--- src/rtl/fft_deint_frame.sv ---
// FFT-output deinterleaver: scatters indexed bins into a double-buffered frame and checks lane coverage.
// Define DEINT_ERR_CNT_EN to build the saturating dropped-frame counter behind err_cnt.
module fft_deint_frame #(
   parameter int N_CH    = 8,
   parameter int IDX_W   = $clog2(N_CH),
   parameter int SAMP_W  = 20,
   parameter int TDATA_W = 48,
   parameter int IM_LSB  = 24
) (
   input  logic                     clk,
   input  logic                     rst,
   input  logic [TDATA_W-1:0]       s_tdata,
   input  logic [IDX_W-1:0]         s_tuser,
   input  logic                     s_tvalid,
   input  logic                     s_tlast,
   output logic                     s_tready,
   output logic signed [SAMP_W-1:0] m_real [N_CH],
   output logic signed [SAMP_W-1:0] m_imag [N_CH],
   output logic                     m_frame_valid,
   input  logic                     m_frame_ready,
   output logic [N_CH-1:0]          m_lane_strobe,
   output logic                     err_frame,
   output logic [15:0]              err_cnt
);

   typedef enum logic {ST_FILL, ST_PENDING} ctl_state_t;
   typedef enum logic {RD_EMPTY, RD_FULL} rd_state_t;

   localparam logic [IDX_W:0] LANES = N_CH[IDX_W:0];

   ctl_state_t               state, state_next;
   rd_state_t                rd_state, rd_next;
   logic                     fill_sel;
   logic signed [SAMP_W-1:0] bank_re [2][N_CH];
   logic signed [SAMP_W-1:0] bank_im [2][N_CH];
   logic [N_CH-1:0]          mask, mask_next, hit;
   logic                     dup, dup_next, range_err, range_next;
   logic                     accept, in_range, close, frame_good;
   logic                     release_rd, swap, drop;
   logic                     unused_tdata;

   assign unused_tdata  = ^s_tdata;
   assign accept        = s_tvalid & s_tready;
   assign in_range      = {1'b0, s_tuser} < LANES;
   assign hit           = in_range ? (N_CH'(1) << s_tuser) : '0;
   assign mask_next     = mask | hit;
   assign dup_next      = dup | (|(mask & hit));
   assign range_next    = range_err | ~in_range;
   assign close         = accept & s_tlast;
   assign frame_good    = (&mask_next) & ~dup_next & ~range_next;
   assign release_rd    = (rd_state == RD_FULL) & m_frame_ready;
   assign s_tready      = ~rst & (state == ST_FILL);
   assign m_frame_valid = (rd_state == RD_FULL);

   always_ff @(posedge clk) begin
      if (rst) begin
         state    <= ST_FILL;
         rd_state <= RD_EMPTY;
      end else begin
         state    <= state_next;
         rd_state <= rd_next;
      end
   end

   // NOTE: every output of this block gets a default first, so no path can infer a latch.
   always_comb begin
      state_next = state;
      rd_next    = rd_state;
      swap       = 1'b0;
      drop       = 1'b0;
      if (release_rd) rd_next = RD_EMPTY;
      case (state)
         ST_FILL: begin
            if (close) begin
               if (!frame_good)                             drop = 1'b1;
               else if (rd_state == RD_EMPTY || release_rd) swap = 1'b1;
               else                                         state_next = ST_PENDING;
            end
         end
         ST_PENDING: begin
            if (release_rd) begin
               swap       = 1'b1;
               state_next = ST_FILL;
            end
         end
         default: state_next = ST_FILL;
      endcase
      // A swap on the release edge keeps the read bank full with the new frame.
      if (swap) rd_next = RD_FULL;
   end

   // NOTE: state uses <= so every register samples pre-edge values regardless of statement order.
   always_ff @(posedge clk) begin
      if (rst) begin
         fill_sel      <= 1'b0;
         mask          <= '0;
         dup           <= 1'b0;
         range_err     <= 1'b0;
         m_lane_strobe <= '0;
         err_frame     <= 1'b0;
         // NOTE: the banks are reset because the read bank must present zeros out of reset.
         for (int b = 0; b < 2; b++) begin
            for (int k = 0; k < N_CH; k++) begin
               bank_re[b][k] <= '0;
               bank_im[b][k] <= '0;
            end
         end
      end else begin
         m_lane_strobe <= hit & {N_CH{accept}};
         err_frame     <= drop;
         if (accept && in_range) begin
            bank_re[fill_sel][s_tuser] <= s_tdata[SAMP_W-1:0];
            bank_im[fill_sel][s_tuser] <= s_tdata[IM_LSB +: SAMP_W];
         end
         // Coverage is cleared on every close; a pending frame's data stays in its bank.
         if (close) begin
            mask      <= '0;
            dup       <= 1'b0;
            range_err <= 1'b0;
         end else if (accept) begin
            mask      <= mask_next;
            dup       <= dup_next;
            range_err <= range_next;
         end
         if (swap) fill_sel <= ~fill_sel;
      end
   end

   always_comb begin
      for (int k = 0; k < N_CH; k++) begin
         m_real[k] = bank_re[~fill_sel][k];
         m_imag[k] = bank_im[~fill_sel][k];
      end
   end

`ifdef DEINT_ERR_CNT_EN
   logic [15:0] drop_cnt;

   always_ff @(posedge clk) begin
      if (rst)                               drop_cnt <= '0;
      else if (drop && drop_cnt != 16'hFFFF) drop_cnt <= drop_cnt + 16'd1;
   end

   assign err_cnt = drop_cnt;
`else
   assign err_cnt = 16'h0000;
`endif

endmodule

--- config.mk ---
export PLATFORM = sky130hd
export DESIGN_NAME = fft_deint_frame
export DESIGN_NICKNAME = d
export VERILOG_FILES = /design/src/rtl/fft_deint_frame.sv
export SDC_FILE = /design/constraint.sdc
export NUM_CORES = 1
export LEC_CHECK = 0
export BUFFER_PORTS_ARGS = -buffer_cell sky130_fd_sc_hd__buf_2
export CORE_MARGIN = 1
export CORE_UTILIZATION = 45
export CTS_BUF_LIST = sky130_fd_sc_hd__clkbuf_16
export DETAILED_ROUTE_END_ITERATION = 16
export PLACE_DENSITY = 0.69
export SKIP_CTS_REPAIR_TIMING = 1
export SYNTH_ARGS = -nofsm -noshare
export SYNTH_HDL_FRONTEND = slang
export SYNTH_SLANG_ARGS = --single-unit
--- constraint.sdc ---
create_clock -name clk -period 8.8 [get_ports clk]
set_clock_uncertainty 0.1 [all_clocks]
set_input_delay 1.32 -clock clk [delete_from_list [all_inputs] [get_ports clk]]
set_output_delay 1.32 -clock clk [all_outputs]
set_load 0.1 [all_outputs]
==> results.md, run 1 <==
### STA
- time the final worst path needs with I/O delays and setup: 4904 ps
- Final period util: 0.5573
- Worst Setup Slack, final: 3896 ps
- slew of the pin with the lowest slew margin: 1353 ps
- setup repair after global routing missed its margin: no
- count of final max-slew check failures: 0
- final hold vios: 0
- total of endpoints with negative setup slack in the final report: 0
- worst rel slew slack: 0.09801
- highest attainable clock frequency: 203.9 MHz
- aggregate negative setup slack: 0 ps

### Global route
- total overflow reported by the global router: 0
- maximum number of pins on one net before global-route repair: 181
- number of global-route vias before repair: 15040
- all-layer global routing usage: 0.2333
- first-pass GRT wire length: 101500 µm
- initial antenna violation count: 7

### Clock tree
- root buffer cell: clkbuf_16
- number of H-tree levels: 3
- clock slew seen by the registers of the worst setup and hold paths: 60 ps
- number of buffers created by CTS: 71
- later-pin clock latency in the skew report: 600 ps
- clock sink total: 661
- Longest Clk Path Bufs: 3
- TritonCTS clock tree: done

### Drt
- drc violations: 0
- number of vias in the routed layout: 14990
- Antenna Nets Post-Route: 0
- DR WL/cell: 25.34 µm
- mean number of vias per cell: 5.324
- first-pass iteration count of the detailed router: 5
- starting DRC count in detailed routing: 1187
- WL final: 71350 µm

### Synth
- main flop type after synthesis: edfxtp_1
- leading post-synthesis cells by cell area: edfxtp_1 (71%), mux2_2 (13%), and2_1 (8.4%), dfxtp_1 (1.6%), clkbuf_1 (1.2%)
- synth unique cells: 40
- most common cell in the netlist: edfxtp_1
- post-synthesis register bit count: 661
- number of enable-type register cells in the synthesized netlist: 640
- cell count after synthesis: 1599
- async set-or-reset flop fraction in the synthesized netlist: 0
- number of warnings reported in the yosys synthesis log: 0
- most frequent cells after synthesis: edfxtp_1 (640), and2_1 (361), mux2_2 (320)
- largest area contributor in the synthesized netlist: edfxtp_1
- share of the synthesized area in the top cell type: 0.7148
- average instance area after synthesis: 16.81 µm²
- Mapped Area: 0.02689 mm²
- sequential element share of the synthesized area: 0.7304

### Outcome
- run status: finished, final reports clean

### Critical path
- signal arrival time at the worst endpoint: 3480 ps
- element type at the critical path end: output port
- worst endpoint required time: 7380 ps
- start-to-end type of the worst setup path: flop to output port
- capturing instance or port of the critical path: m_real[113]
- Register-to-Register Setup Slack: 4720 ps
- critical path startpoint category: flop
- Worst R2R Start: fill_sel
- worst r2r dst: bank_im[1][62]
- crit-path max FO: 180
- Register-to-Register Path Depth: 4
- timing startpoint of the critical path: fill_sel

### Finish
- area used by sequential logic in the layout: 0.01964 mm²
- area of combinational cells with multiple inputs: 0.006973 mm²
- Layout Cell Area excl Fill: 0.03199 mm²
- fraction of final layout cells sized beyond drive strength 1: 0.4183
- final core utilization: 0.5420
- count of filler cells inserted in the layout: 4741
- NumNets Final: 2037
- layout overhead on the synthesized area: 18.98%

### Floorplan
- core region area: 0.05902 mm²
- initial standard-cell utilization of the core: 0.4556
- count of standard-cell rows: 89
- I/O pin cnt: 403
- horizontal die dimension: 246.4 µm
- Die H: 246.4 µm
- Die Area: 0.06073 mm²

### Power and ir drop
- P_sw: 2.511 mW
- power density normalized to cell area: 255.5 mW/mm²
- Int Pwr: 5.663 mW
- sequential cell fraction of total power: 0.462
- overall power of the completed layout: 8.174 mW
- largest vdd supply drop: 190.1 µV
- static leakage power: 11.69 nW
- share of power burned in combinational logic: 0.175
- clock power share: 0.363
- net switching share of the total power: 0.3072

### Placement
- worst setup timing slack at the placement stage: 3908 ps
- IO Port Bufs: 378
- global placer's final weighted congestion: 0.8225
- post-DP HPWL: 41220 µm
- Placement Cell Area: 0.02966 mm²

### Worst hold path
- worst hold path type: flop to flop
- Hold Crit Depth: 1

### Run
- max cap viols: 0

stage by stage:
stage | hold WS [ps] | cells
CTS | 430.9 | 2810
global placement | 390.8 | 2681
global route | 455.5 | 2810
finish | 436.7 | 2815
floorplan | 362.7 | 1614
detailed placement | 418.6 | 2681
worst min path at each step:
stage	from	end
after CTS	mask[1]	mask[1]
final	mask[1]	mask[1]
after global routing	mask[0]	mask[0]
after detailed placement	mask[1]	mask[1]
after global placement	mask[7]	mask[7]
after floorplan	mask[7]	mask[7]
cell type report:
cell class | count | area share
clock inverter | 57 | 0.01615
sequential | 661 | 0.6140
clock buffer | 72 | 0.05632
multi-input combinational | 845 | 0.2180
tap | 773 | 0.03023
antenna | 5 | 0.0003911
timing repair buffer | 400 | 0.06469
inverter | 2 | 0.0002347
logic make-up (layout without fill, tap and decap cells):
kind of cell	count (synthesis)	count (layout)	share of synthesized area
buf+inv	108	531	0.01768
simple gates	479	479	0.1092
compound gates	26	26	0.006841
mux	324	324	0.1357
other cells	1	21	0.0001395
flops	661	661	0.7304
flip-flops by register name (all words and copies together), names as in the netlist:
name / count
err_frame: 1
m_lane_strobe: 8
bank_re: 320
dup: 1
bank_im: 320
fill_sel: 1
mask: 8
m_frame_valid: 1
state: 1
placed cells by master, fill, tap and decap left out, types with 2 or more instances in the layout:
| cell | instances |
|---|---|
| buf_2 | 378 |
| clkbuf_16 | 72 |
| conb_1 | 16 |
| buf_4 | 21 |
| and3_1 | 41 |
| clkinv_2 | 12 |
| a21oi_1 | 6 |
| inv_1 | 16 |
| diode_2 | 5 |
| bufinv_16 | 8 |
| mux2_2 | 320 |
| nor2_4 | 14 |
| nor3_1 | 8 |
| inv_16 | 2 |
| edfxtp_1 | 640 |
| nor4_4 | 2 |
| dfxtp_1 | 20 |
| mux2i_1 | 3 |
| clkinvlp_4 | 2 |
| o21a_1 | 8 |
| nor2_1 | 22 |
| o32ai_1 | 2 |
| and4b_1 | 2 |
| and2_1 | 361 |
| nor4bb_1 | 2 |
| inv_6 | 3 |
| a31oi_1 | 4 |
| clkinv_1 | 13 |
| or2_2 | 2 |
| or2_4 | 6 |
| nand2_1 | 6 |
| clkinv_4 | 2 |
| nand2b_1 | 5 |
per-layer routing:
metal / vias up / track usage / share of wire
met5: - / 0 / 0.00014
met4: 2 / 0.06209 / 0.017
met3: 94 / 0.06024 / 0.087
met2: 570 / 0.3768 / 0.48
met1: 7675 / 0.3123 / 0.41
li1: 6647 / - / -
critical path, cell delays in order (launching register included):
cell	delay, ps
dfxtp_4	1020
buf_12	500
mux2_2	370
buf_2	440
power groups by stage:
stage               registers [mW]  clock network [mW]  logic, mW
floorplan                     3.83                   0       1.15
global placement              3.83                   0       1.44
detailed placement            3.84                   0       1.44
CTS                           3.78                3.01       1.45
global route                  3.80                3.12       1.48
finish                        3.78                2.96       1.43
Note: power is estimated with default switching activity, not from simulation.
==> run 2, diff against run 1 <==
==> constraint.sdc (replaced) <==
create_clock -name clk -period 5 [get_ports clk]
set_clock_uncertainty 0.1 [all_clocks]
set_input_delay 0.75 -clock clk [delete_from_list [all_inputs] [get_ports clk]]
set_output_delay 0.75 -clock clk [all_outputs]
set_load 0.1 [all_outputs]
==> run 2 against run 1 <==
  * Non-clock buffer count up 4
  * Design area fell by 0.24%
  * Clock-buffer cell count unchanged
  * Clock power up 67%
  * Combinational power rose by 77%
  * Worst hold slack worse by 100 ps
  * Via count decreased by 0.13%
  * Critical path depth did not move
  * Critical path type unchanged
  * Highest routed layer unchanged
==> results.md, run 2 (synthesis gave the netlist of run 1 again) <==
### Placement
- global placer's final weighted congestion: 0.7704
- IO Port Bufs: 378
- Inst Count DP: 2685
- post-DP HPWL: 40850 µm

### Floorplan
- count of standard-cell rows: 89
- initial standard-cell utilization of the core: 0.4556
- horizontal die dimension: 246.4 µm
- I/O pin cnt: 403
- core region area: 0.05902 mm²
- Die Area: 0.06073 mm²
- Die H: 246.4 µm

### STA
- final hold vios: 0
- count of final max-slew check failures: 0
- total of endpoints with negative setup slack in the final report: 0
- worst rel slew slack: 0.1984
- aggregate negative setup slack: 0 ps
- slew of the pin with the lowest slew margin: 1200 ps
- time the final worst path needs with I/O delays and setup: 3481 ps
- setup repair after global routing missed its margin: no
- Final period util: 0.6962
- highest attainable clock frequency: 287.3 MHz

### Critical path
- crit-path max FO: 189
- start-to-end type of the worst setup path: flop to output port
- worst endpoint required time: 4150 ps
- critical-path cell list: buf_12 -> mux2_2 -> buf_2
- Register-to-Register Path Depth: 5
- Register-to-Register Setup Slack: 1800 ps
- CP peak stage delay: 610 ps
- worst r2r dst: bank_re[0][4]
- critical path's slowest cell: buf_12
- critical path buffer and inverter count: 2
- Worst R2R Start: state
- signal arrival time at the worst endpoint: 2630 ps
- element type at the critical path end: output port
- critical path startpoint category: flop
- Top delay family on crit path: buffers and inverters

### Global route
- total overflow reported by the global router: 0
- number of global-route vias before repair: 14980
- first-pass GRT wire length: 99860 µm
- all-layer global routing usage: 0.2311
- initial antenna violation count: 4
- maximum number of pins on one net before global-route repair: 190

### Drt
- WL final: 70690 µm
- drc violations: 0
- Antenna Nets Post-Route: 0
- number of vias in the routed layout: 14970
- starting DRC count in detailed routing: 1257
- first-pass iteration count of the detailed router: 5
- DR WL/cell: 25.16 µm
- mean number of vias per cell: 5.327

### Clock tree
- root buffer cell: clkbuf_16
- TritonCTS clock tree: done
- later-pin clock latency in the skew report: 610 ps
- number of buffers created by CTS: 69
- number of H-tree levels: 3
- Longest Clk Path Bufs: 3
- clock slew seen by the registers of the worst setup and hold paths: 60 ps
- clock sink total: 661

### Finish
- fraction of final layout cells sized beyond drive strength 1: 0.4156
- leading cell type in the layout, fill and taps excluded: edfxtp_1
- biggest registers after layout: bank_im: 320 flops, bank_re: 320 flops
- area of combinational cells with multiple inputs: 0.006973 mm²
- layout overhead on the synthesized area: 18.70%
- final standard cell count with taps included and fillers excluded: 2810
- commonest non-fill, non-tap cells in the layout: edfxtp_1 (640), buf_2 (378), and2_1 (361)
- count of filler cells inserted in the layout: 4714
- final core utilization: 0.5407
- area used by sequential logic in the layout: 0.01964 mm²
- NumNets Final: 2039

### Worst hold path
- Hold Crit Depth: 3
- sink of the worst hold path: err_frame
- startpoint of the tightest hold check path: s_tlast
- worst hold path type: input port to flop

### Power and ir drop
- power density normalized to cell area: 442.4 mW/mm²
- largest vdd supply drop: 317.6 µV
- static leakage power: 11.64 nW

### Run
- max cap viols: 0

### Outcome
- run status: finished, final reports clean

-- run 2: final cells by class --
| cell class | count | share of cell area |
|---|---|---|
| sequential | 661 | 0.6155 |
| multi-input combinational | 845 | 0.2185 |
| timing repair buffer | 404 | 0.06735 |
| clock buffer | 72 | 0.05646 |
| tap | 773 | 0.03031 |
| clock inverter | 49 | 0.01137 |
| antenna | 4 | 0.0003136 |
| inverter | 2 | 0.0002352 |
-- run 2: worst min-delay path, delay by kind of cell --
kind,cells,cell delay (ps)
buf+inv,1,110
simple gates,1,70
compound gates,1,60
-- run 2: where the power goes --
| part | total [mW] | internal (mW) | switching [mW] |
|---|---|---|---|
| registers | 6.65 | 6.55 | 0.0993 |
| clock network | 4.94 | 2.86 | 2.08 |
| logic | 2.53 | 0.371 | 2.16 |
| total | 14.1 | 9.78 | 4.34 |
-- run 2: worst max path at each step --
stage / start / to / slack, ps / cells past startpoint
after global routing: fill_sel / m_imag[159] / 1420 / 3
after CTS: fill_sel / m_imag[159] / 1510 / 3
after floorplan: rst / bank_im[1][100] / 1 / 5
final: fill_sel / m_imag[159] / 1520 / 3
after global placement: rst / bank_re[0][10] / 1170 / 6
after detailed placement: rst / bank_re[0][5] / 1080 / 6
-- run 2: metal layers --
| metal | up-vias | part of all wire | GRT usage |
|---|---|---|---|
| met1 | 7601 | 0.41 | 0.3039 |
| met2 | 623 | 0.49 | 0.3782 |
| met3 | 95 | 0.088 | 0.05686 |
| li1 | 6648 | - | - |
| met4 | 2 | 0.019 | 0.06935 |
| met5 | - | 0.00018 | 0 |
-- run 2: per-stage QoR --
step                      cell area (µm²)  hold WS [ps]  setup WS (ps)  power [mW]
after floorplan                     26940         362.7          1.104       8.756
after global placement              29740         384.9           1167       9.268
after detailed placement            29740         398.8           1077       9.305
after CTS                           31900         279.9           1508       14.21
after global routing                31900         308.3           1420       14.51
final                               31910         334.6           1519       14.12
